File: src/rtl/dma_req_encoder.sv
// Round-robin arbiter for io1/io2/mem DMA requests: offers a 3-bit region code with valid/ack, then holds a one-hot grant.
// One cycle from request to offer and from ack to grant. The grant is held until xfer_done, or for at most HOLD_MAX cycles.
module dma_req_encoder #(
  parameter int HOLD_MAX = 15,
  parameter int CW       = 4
) (
  input  logic       clk,
  input  logic       rst,
  input  logic       io1_req,
  input  logic       io2_req,
  input  logic       mem_req,
  input  logic       code_ack,
  input  logic       xfer_done,
  output logic [2:0] code,
  output logic       code_valid,
  output logic       io1_gnt,
  output logic       io2_gnt,
  output logic       mem_gnt,
  output logic       timeout
);

  typedef enum logic [1:0] {S_IDLE, S_OFFER, S_BUSY} state_t;

  // Source index: 0 = io1, 1 = io2, 2 = mem. The index is also the region code.
  state_t          r_state, w_state_nxt;
  logic [1:0]      r_win, w_win_nxt;
  logic [1:0]      r_last, w_last_nxt;
  logic [CW-1:0]   r_cnt, w_cnt_nxt;
  logic [2:0]      r_code, w_code_nxt;
  logic            r_code_valid, w_code_valid_nxt;
  logic [2:0]      r_gnt, w_gnt_nxt;
  logic            r_timeout, w_timeout_nxt;

  logic [2:0]      w_req;
  logic [1:0]      w_pick;
  logic            w_win_req;

  assign w_req     = {mem_req, io2_req, io1_req};
  assign w_win_req = w_req[r_win];

  // Search starts at the source after the last one that completed a grant.
  always_comb begin
    w_pick = 2'd0;
    unique case (r_last)
      2'd0: begin
        if (w_req[1])      w_pick = 2'd1;
        else if (w_req[2]) w_pick = 2'd2;
        else               w_pick = 2'd0;
      end
      2'd1: begin
        if (w_req[2])      w_pick = 2'd2;
        else if (w_req[0]) w_pick = 2'd0;
        else               w_pick = 2'd1;
      end
      default: begin
        if (w_req[0])      w_pick = 2'd0;
        else if (w_req[1]) w_pick = 2'd1;
        else               w_pick = 2'd2;
      end
    endcase
  end

  always_comb begin
    w_state_nxt      = r_state;
    w_win_nxt        = r_win;
    w_last_nxt       = r_last;
    w_cnt_nxt        = r_cnt;
    w_code_nxt       = r_code;
    w_code_valid_nxt = r_code_valid;
    w_gnt_nxt        = r_gnt;
    w_timeout_nxt    = 1'b0;
    unique case (r_state)
      S_IDLE: begin
        w_code_valid_nxt = 1'b0;
        w_gnt_nxt        = 3'b000;
        if (|w_req) begin
          w_win_nxt        = w_pick;
          w_code_nxt       = {1'b0, w_pick};
          w_code_valid_nxt = 1'b1;
          w_state_nxt      = S_OFFER;
        end
      end
      S_OFFER: begin
        // A withdrawn request cancels the offer even if ack arrives that same cycle.
        if (!w_win_req) begin
          w_code_valid_nxt = 1'b0;
          w_state_nxt      = S_IDLE;
        end else if (code_ack) begin
          w_code_valid_nxt = 1'b0;
          w_gnt_nxt        = 3'b001 << r_win;
          w_cnt_nxt        = '0;
          w_state_nxt      = S_BUSY;
        end
      end
      S_BUSY: begin
        if (xfer_done) begin
          w_gnt_nxt   = 3'b000;
          w_last_nxt  = r_win;
          w_state_nxt = S_IDLE;
        end else if (r_cnt == CW'(HOLD_MAX - 1)) begin
          w_gnt_nxt     = 3'b000;
          w_timeout_nxt = 1'b1;
          w_last_nxt    = r_win;
          w_state_nxt   = S_IDLE;
        end else begin
          w_cnt_nxt = r_cnt + CW'(1);
        end
      end
      default: w_state_nxt = S_IDLE;
    endcase
  end

  always_ff @(posedge clk) begin
    if (rst) begin
      r_state      <= S_IDLE;
      r_win        <= 2'd0;
      r_last       <= 2'd2;
      r_cnt        <= '0;
      r_code       <= 3'b000;
      r_code_valid <= 1'b0;
      r_gnt        <= 3'b000;
      r_timeout    <= 1'b0;
    end else begin
      r_state      <= w_state_nxt;
      r_win        <= w_win_nxt;
      r_last       <= w_last_nxt;
      r_cnt        <= w_cnt_nxt;
      r_code       <= w_code_nxt;
      r_code_valid <= w_code_valid_nxt;
      r_gnt        <= w_gnt_nxt;
      r_timeout    <= w_timeout_nxt;
    end
  end

  assign code       = r_code;
  assign code_valid = r_code_valid;
  assign io1_gnt    = r_gnt[0];
  assign io2_gnt    = r_gnt[1];
  assign mem_gnt    = r_gnt[2];
  assign timeout    = r_timeout;

endmodule

File: config.mk
export PLATFORM = sky130hd
export DESIGN_NAME = dma_req_encoder
export DESIGN_NICKNAME = d
export VERILOG_FILES = /design/src/rtl/dma_req_encoder.sv
export SDC_FILE = /design/constraint.sdc
export NUM_CORES = 1
export LEC_CHECK = 0
export CAP_MARGIN = 10
export CORE_MARGIN = 2
export CORE_UTILIZATION = 39
export DETAILED_ROUTE_END_ITERATION = 16
export PLACE_DENSITY_LB_ADDON = 0.25
export SETUP_SLACK_MARGIN = 0.3
export SLEW_MARGIN = 40
export SYNTH_ARGS = -nofsm -noshare
export SYNTH_HDL_FRONTEND = slang
export SYNTH_SLANG_ARGS = --single-unit
File: constraint.sdc
create_clock -name clk -period 4.1 [get_ports clk]
set_clock_uncertainty 0.1 [all_clocks]
set_input_delay 0.82 -clock clk [delete_from_list [all_inputs] [get_ports clk]]
set_output_delay 0.82 -clock clk [all_outputs]
set_load 0.005 [all_outputs]
# Word-level counts from Yosys, hierarchy flattened
# Index checks and enable logic that the tools add are counted.
dict set report op_classes {
  n_shift 1
  eq_ne 11
  n_lt_le_gt_ge 1
  reduce_logical 14
  muxes 32
  addsub 1
  bitwise_logic 1
}
# cell count
set ops {}
lappend ops {{$mux W2} 12}
lappend ops {{$mux W4} 4}
lappend ops {{$mux W3} 4}
lappend ops {{$ne A2 B2 Y1 const B} 5}
lappend ops {{$pmux W3 S3} 1}
lappend ops {{$pmux W4 S2} 1}
lappend ops {{$mux W1} 6}
lappend ops {{$ne A3 B3 Y1 const B} 2}
lappend ops {{$pmux W2 S3} 1}
lappend ops {{$reduce_and A2 Y1} 3}
lappend ops {{$reduce_bool A2 Y1} 3}
lappend ops {{$reduce_or A3 Y1} 2}
lappend ops {{$reduce_and A5 Y1} 1}
lappend ops {{$add A4 B1 Y4 const B} 1}
lappend ops {{$eq A2 B1 Y1 const B} 2}
lappend ops {{$eq A4 B4 Y1 const B} 1}
lappend ops {{$logic_not A2 Y1} 2}
lappend ops {{$pmux W2 S2} 1}
lappend ops {{$reduce_and A4 Y1} 1}
lappend ops {{$lt A2 B3 Y1 const B} 1}
lappend ops {{$reduce_and A3 Y1} 1}
lappend ops {{$reduce_bool A3 Y1} 1}
lappend ops {{$shl A1 B2 Y3 const A} 1}
lappend ops {{$bmux W1 S2} 1}
lappend ops {{other kinds (3)} 3}
dict set report totals {
  out_inout_bits 8
  inputBits 7
  wordCells 68
  reg_bits 15
}

# Depth between registers and ports, before layout
dict set report depth {
  ltp_word 4
  mapped_depth 6
  mapped_depth_nobuf 6
}

# Worst setup path before layout
# OpenSTA, ideal clock, no wires.
dict set report synth_path {
  path_kind {input to register}
  startpoint {input port xfer_done}
  endpoint {register r_cnt[2]}
  path_slack_ps 2208
  stages 4
  required_ps 3880
  setup_ps 120
  t_arrival_ps 1672
  n_path_buf 0
  path_cell_list {a31oi_1 -> nor3b_2 -> a211oi_1 -> a211o_1}
}
dict set report synth_via {
  elab_chain_cells 2
}
# element line
set synth_rtl {}
lappend synth_rtl {{from (decl)} 13} ;# input logic xfer_done,
lappend synth_rtl {{$ne A2 B2 Y1 (no line)} --}
lappend synth_rtl {{$reduce_and A5 Y1 (no line)} --}
lappend synth_rtl {{to (signal assigned)} 127} ;# r_cnt <= w_cnt_nxt;
lappend synth_rtl {{to (decl)} 28} ;# logic [CW-1:0] r_cnt, w_cnt_nxt;
# No other way between the ends.
# A chain may end at the register's enable or synchronous reset.

==> results.yml <==
status:
  outcome: "finished, final reports clean"
synth:
  yosys-top-cells-area: "dfxtp_1, nor2_1, ha_1"
  ys_seq_area_share_pct: 39.7
  syn_area_um2: 756
  syn_inst: 84
  synthDistinctLibCells: 39
  synth_area_leader_cell: "dfxtp_1"
  synth_flop_cell: "dfxtp_1"
  yosysMostFrequentCell: "dfxtp_1"
  syn_area_per_cell_um2: 9.00
  synthArstFlopShare_pct: 0
  synth_commonest_cells: "dfxtp_1, nor2_1, inv_1, nand3_1, nor3_1"
  yosysWarnings: 0
  synth_edf_count: 0
  synth_top_area_share_pct: 39.7
  ys_ff_latch: 15
  synth_fp_nets: 93
setup_path:
  cp-end-kind: "flip-flop"
  path_max_fanout: 14
  worst-endpoint-required_ps: 4180
  start_kind: "primary input"
  crit_slowest_cell: "clkdlybuf4s50_1"
  worst-setup-path-type: "in -> reg"
  max_stage_delay_ps: 750
  cp.arrival_ps: 2440
  crit_chain: "clkdlybuf4s50_1 -> or3b_1 -> and2b_2 -> a21oi_1 -> a21bo_2"
cells_and_area:
  antenna_cells: 0
  fin_cells: 122
  nets: 107
  drive_gt1_share_pct: 8.25
  area_growth_pct: 21.2
  final_util_pct: 51.4
  design_area_um2: 916
  fillerInstances: 184
pwr:
  p_seq_share_pct: 54.5
  p_clk_share_pct: 28.2
  p_comb_share_pct: 17.3
  swShare_pct: 27.2
  power.leakage_nw: 0.335
  power.internal_w: 0.000217
  p_per_area_mw_per_mm2: 325
  netSwitchingPower_w: 0.0000809
  ir_drop_mv: 0.308
drt:
  drtPass1Iterations: 4
  ant_nets: 0
  viasPerCell: 5.34
  first_iter_violations: 9
  via_count: 652
  avgRoutedWirePerCell_um: 11.8
  drt-total-wl_mm: 1.44
  drc_errors: 0
floorplan:
  fp-row-count: 15
  initial_core_util_pct: 42.4
  dieArea_mm2: 0.00231
  ios: 15
  dieWidth_um: 48.0
  die_h_um: 48.0
  core_mm2: 0.00178
clocking:
  path_clk_slew_ps: 90
  clkLatencyLatePin_ps: 280
  cts_setup_buffers: 0
  cts_tree: "built"
  ctsHoldBuffers: 0
  htreeDepth: 1
  ctsResizeCount: 0
  cts_buffer_depth: 2
  cts_buffers: 3
  clock-sinks: 15
  cts-root-buf: "clkbuf_4"
global_routing:
  grt_pass1_vias: 526
  grt_overflow_total: 0
  grt_first_pass_wirelength_mm: 2.21
  antenna_found_initial: 0
  grt_max_degree: 15
  grt.total_usage_pct: 14.1
placed_design:
  placed_area_um2: 890
  gp_congestion: 0.767
  io_buffers: 13
  place_inst: 118
  place_ws_ps: 1430
  hpwl_mm: 1.08
sta:
  tightest_slew_ps: 549
  finalHoldViolCount: 0
  fin_crit_sh_pct: 57.5
  setup_viol: 0
  fin_crit_ps: 2360
  layout_setup_ws_ps: 1740
  rsz0062_at_grt: "false"
  slew_headroom_pct: 63.2
  fmax_mhz: 424
  drv_slew: 0
  fin_setup_tns_ps: 0
flow_run:
  max_cap_violations: 0
min_path:
  min_path_type: "reg -> reg"
## per-stage QoR
stage | hold WS, ps | power [W]
detailed placement | 347 | 0.000217
global placement | 336 | 0.000216
floorplan | 351 | 0.000197
finish | 366 | 0.000298
CTS | 369 | 0.000302
global route | 379 | 0.000313
## worst max-delay path, delay by kind of cell
family                 cells  cell delay [ps]
buffers and inverters      1              750
AO/OA/AOI/OAI              2              340
AND/OR/NAND/NOR            2              530
## registers in the layout, indices dropped and copies added (netlist names)
name	count
r_state	2
timeout	1
code_valid	1
r_last	2
r_gnt	3
code	2
r_cnt	4
## cells in the final DEF, fill, tap and decap left out, drive strengths merged, types with 3 or more instances in the layout
master         netlist  layout
clkbuf               1       4
a21oi                3       3
nor3                 4       4
a211oi               3       3
nor2                11      11
dfxtp               15      15
nand3                4       4
clkdlybuf4s50        0      13
inv                  4       4
## worst paths after layout
kind                               start       end  slack [ps]  depth (start not counted)
worst max-delay path                 rst  r_cnt[3]        1740                          5
worst min register to register  r_gnt[1]  r_gnt[1]         370                          1
worst max register to register  r_cnt[0]  r_cnt[2]        2200                          6
worst min-delay path            r_gnt[1]  r_gnt[1]         370                          1
## cells by family (layout without fill, tap and decap cells)
| logic type | Yosys count | in the layout | synth area share (%) |
|---|---|---|---|
| flip-flops | 15 | 15 | 39.7 |
| other | 1 | 1 | 0.496 |
| AND/OR/NAND/NOR | 34 | 34 | 26.2 |
| multiplexers | 2 | 2 | 2.65 |
| adder cells (fa/ha/maj) | 2 | 2 | 3.31 |
| AO/OA/AOI/OAI | 22 | 22 | 22.0 |
| buffers and inverters | 8 | 21 | 5.63 |
## layout make-up
| class | count | area, um^2 | area share, % |
|---|---|---|---|
| clock buffer | 4 | 26.3 | 2.87 |
| inverter | 4 | 15.0 | 1.64 |
| multi-input combinational | 61 | 413 | 45.1 |
| sequential | 15 | 300 | 32.8 |
| tap | 25 | 31.3 | 3.42 |
| timing repair buffer | 13 | 130 | 14.2 |
## layer usage
| layer | GRT usage, % | share of wire (%) | wire, um | vias to the layer above |
|---|---|---|---|---|
| li1 | - | - | - | 335 |
| met1 | 19.2 | 53 | 767 | 305 |
| met2 | 19.5 | 43 | 617 | 10 |
| met3 | 5.66 | 2.4 | 35 | 2 |
| met4 | 6.49 | 1.5 | 22 | 0 |
| met5 | 0 | 0 | 0 | - |
## power by group through the flow
stage / sequential (W) / combinational [W] / clock [W]
6_report: 0.000162 / 0.0000514 / 0.0000839
5_1_grt: 0.000164 / 0.0000568 / 0.0000924
3_5_place_dp: 0.000166 / 0.0000515 / 0
4_1_cts: 0.000162 / 0.0000520 / 0.0000876
3_3_place_gp: 0.000166 / 0.0000508 / 0
2_1_floorplan: 0.000162 / 0.0000340 / 0
No activity file was read; power rests on OpenSTA's default activity.
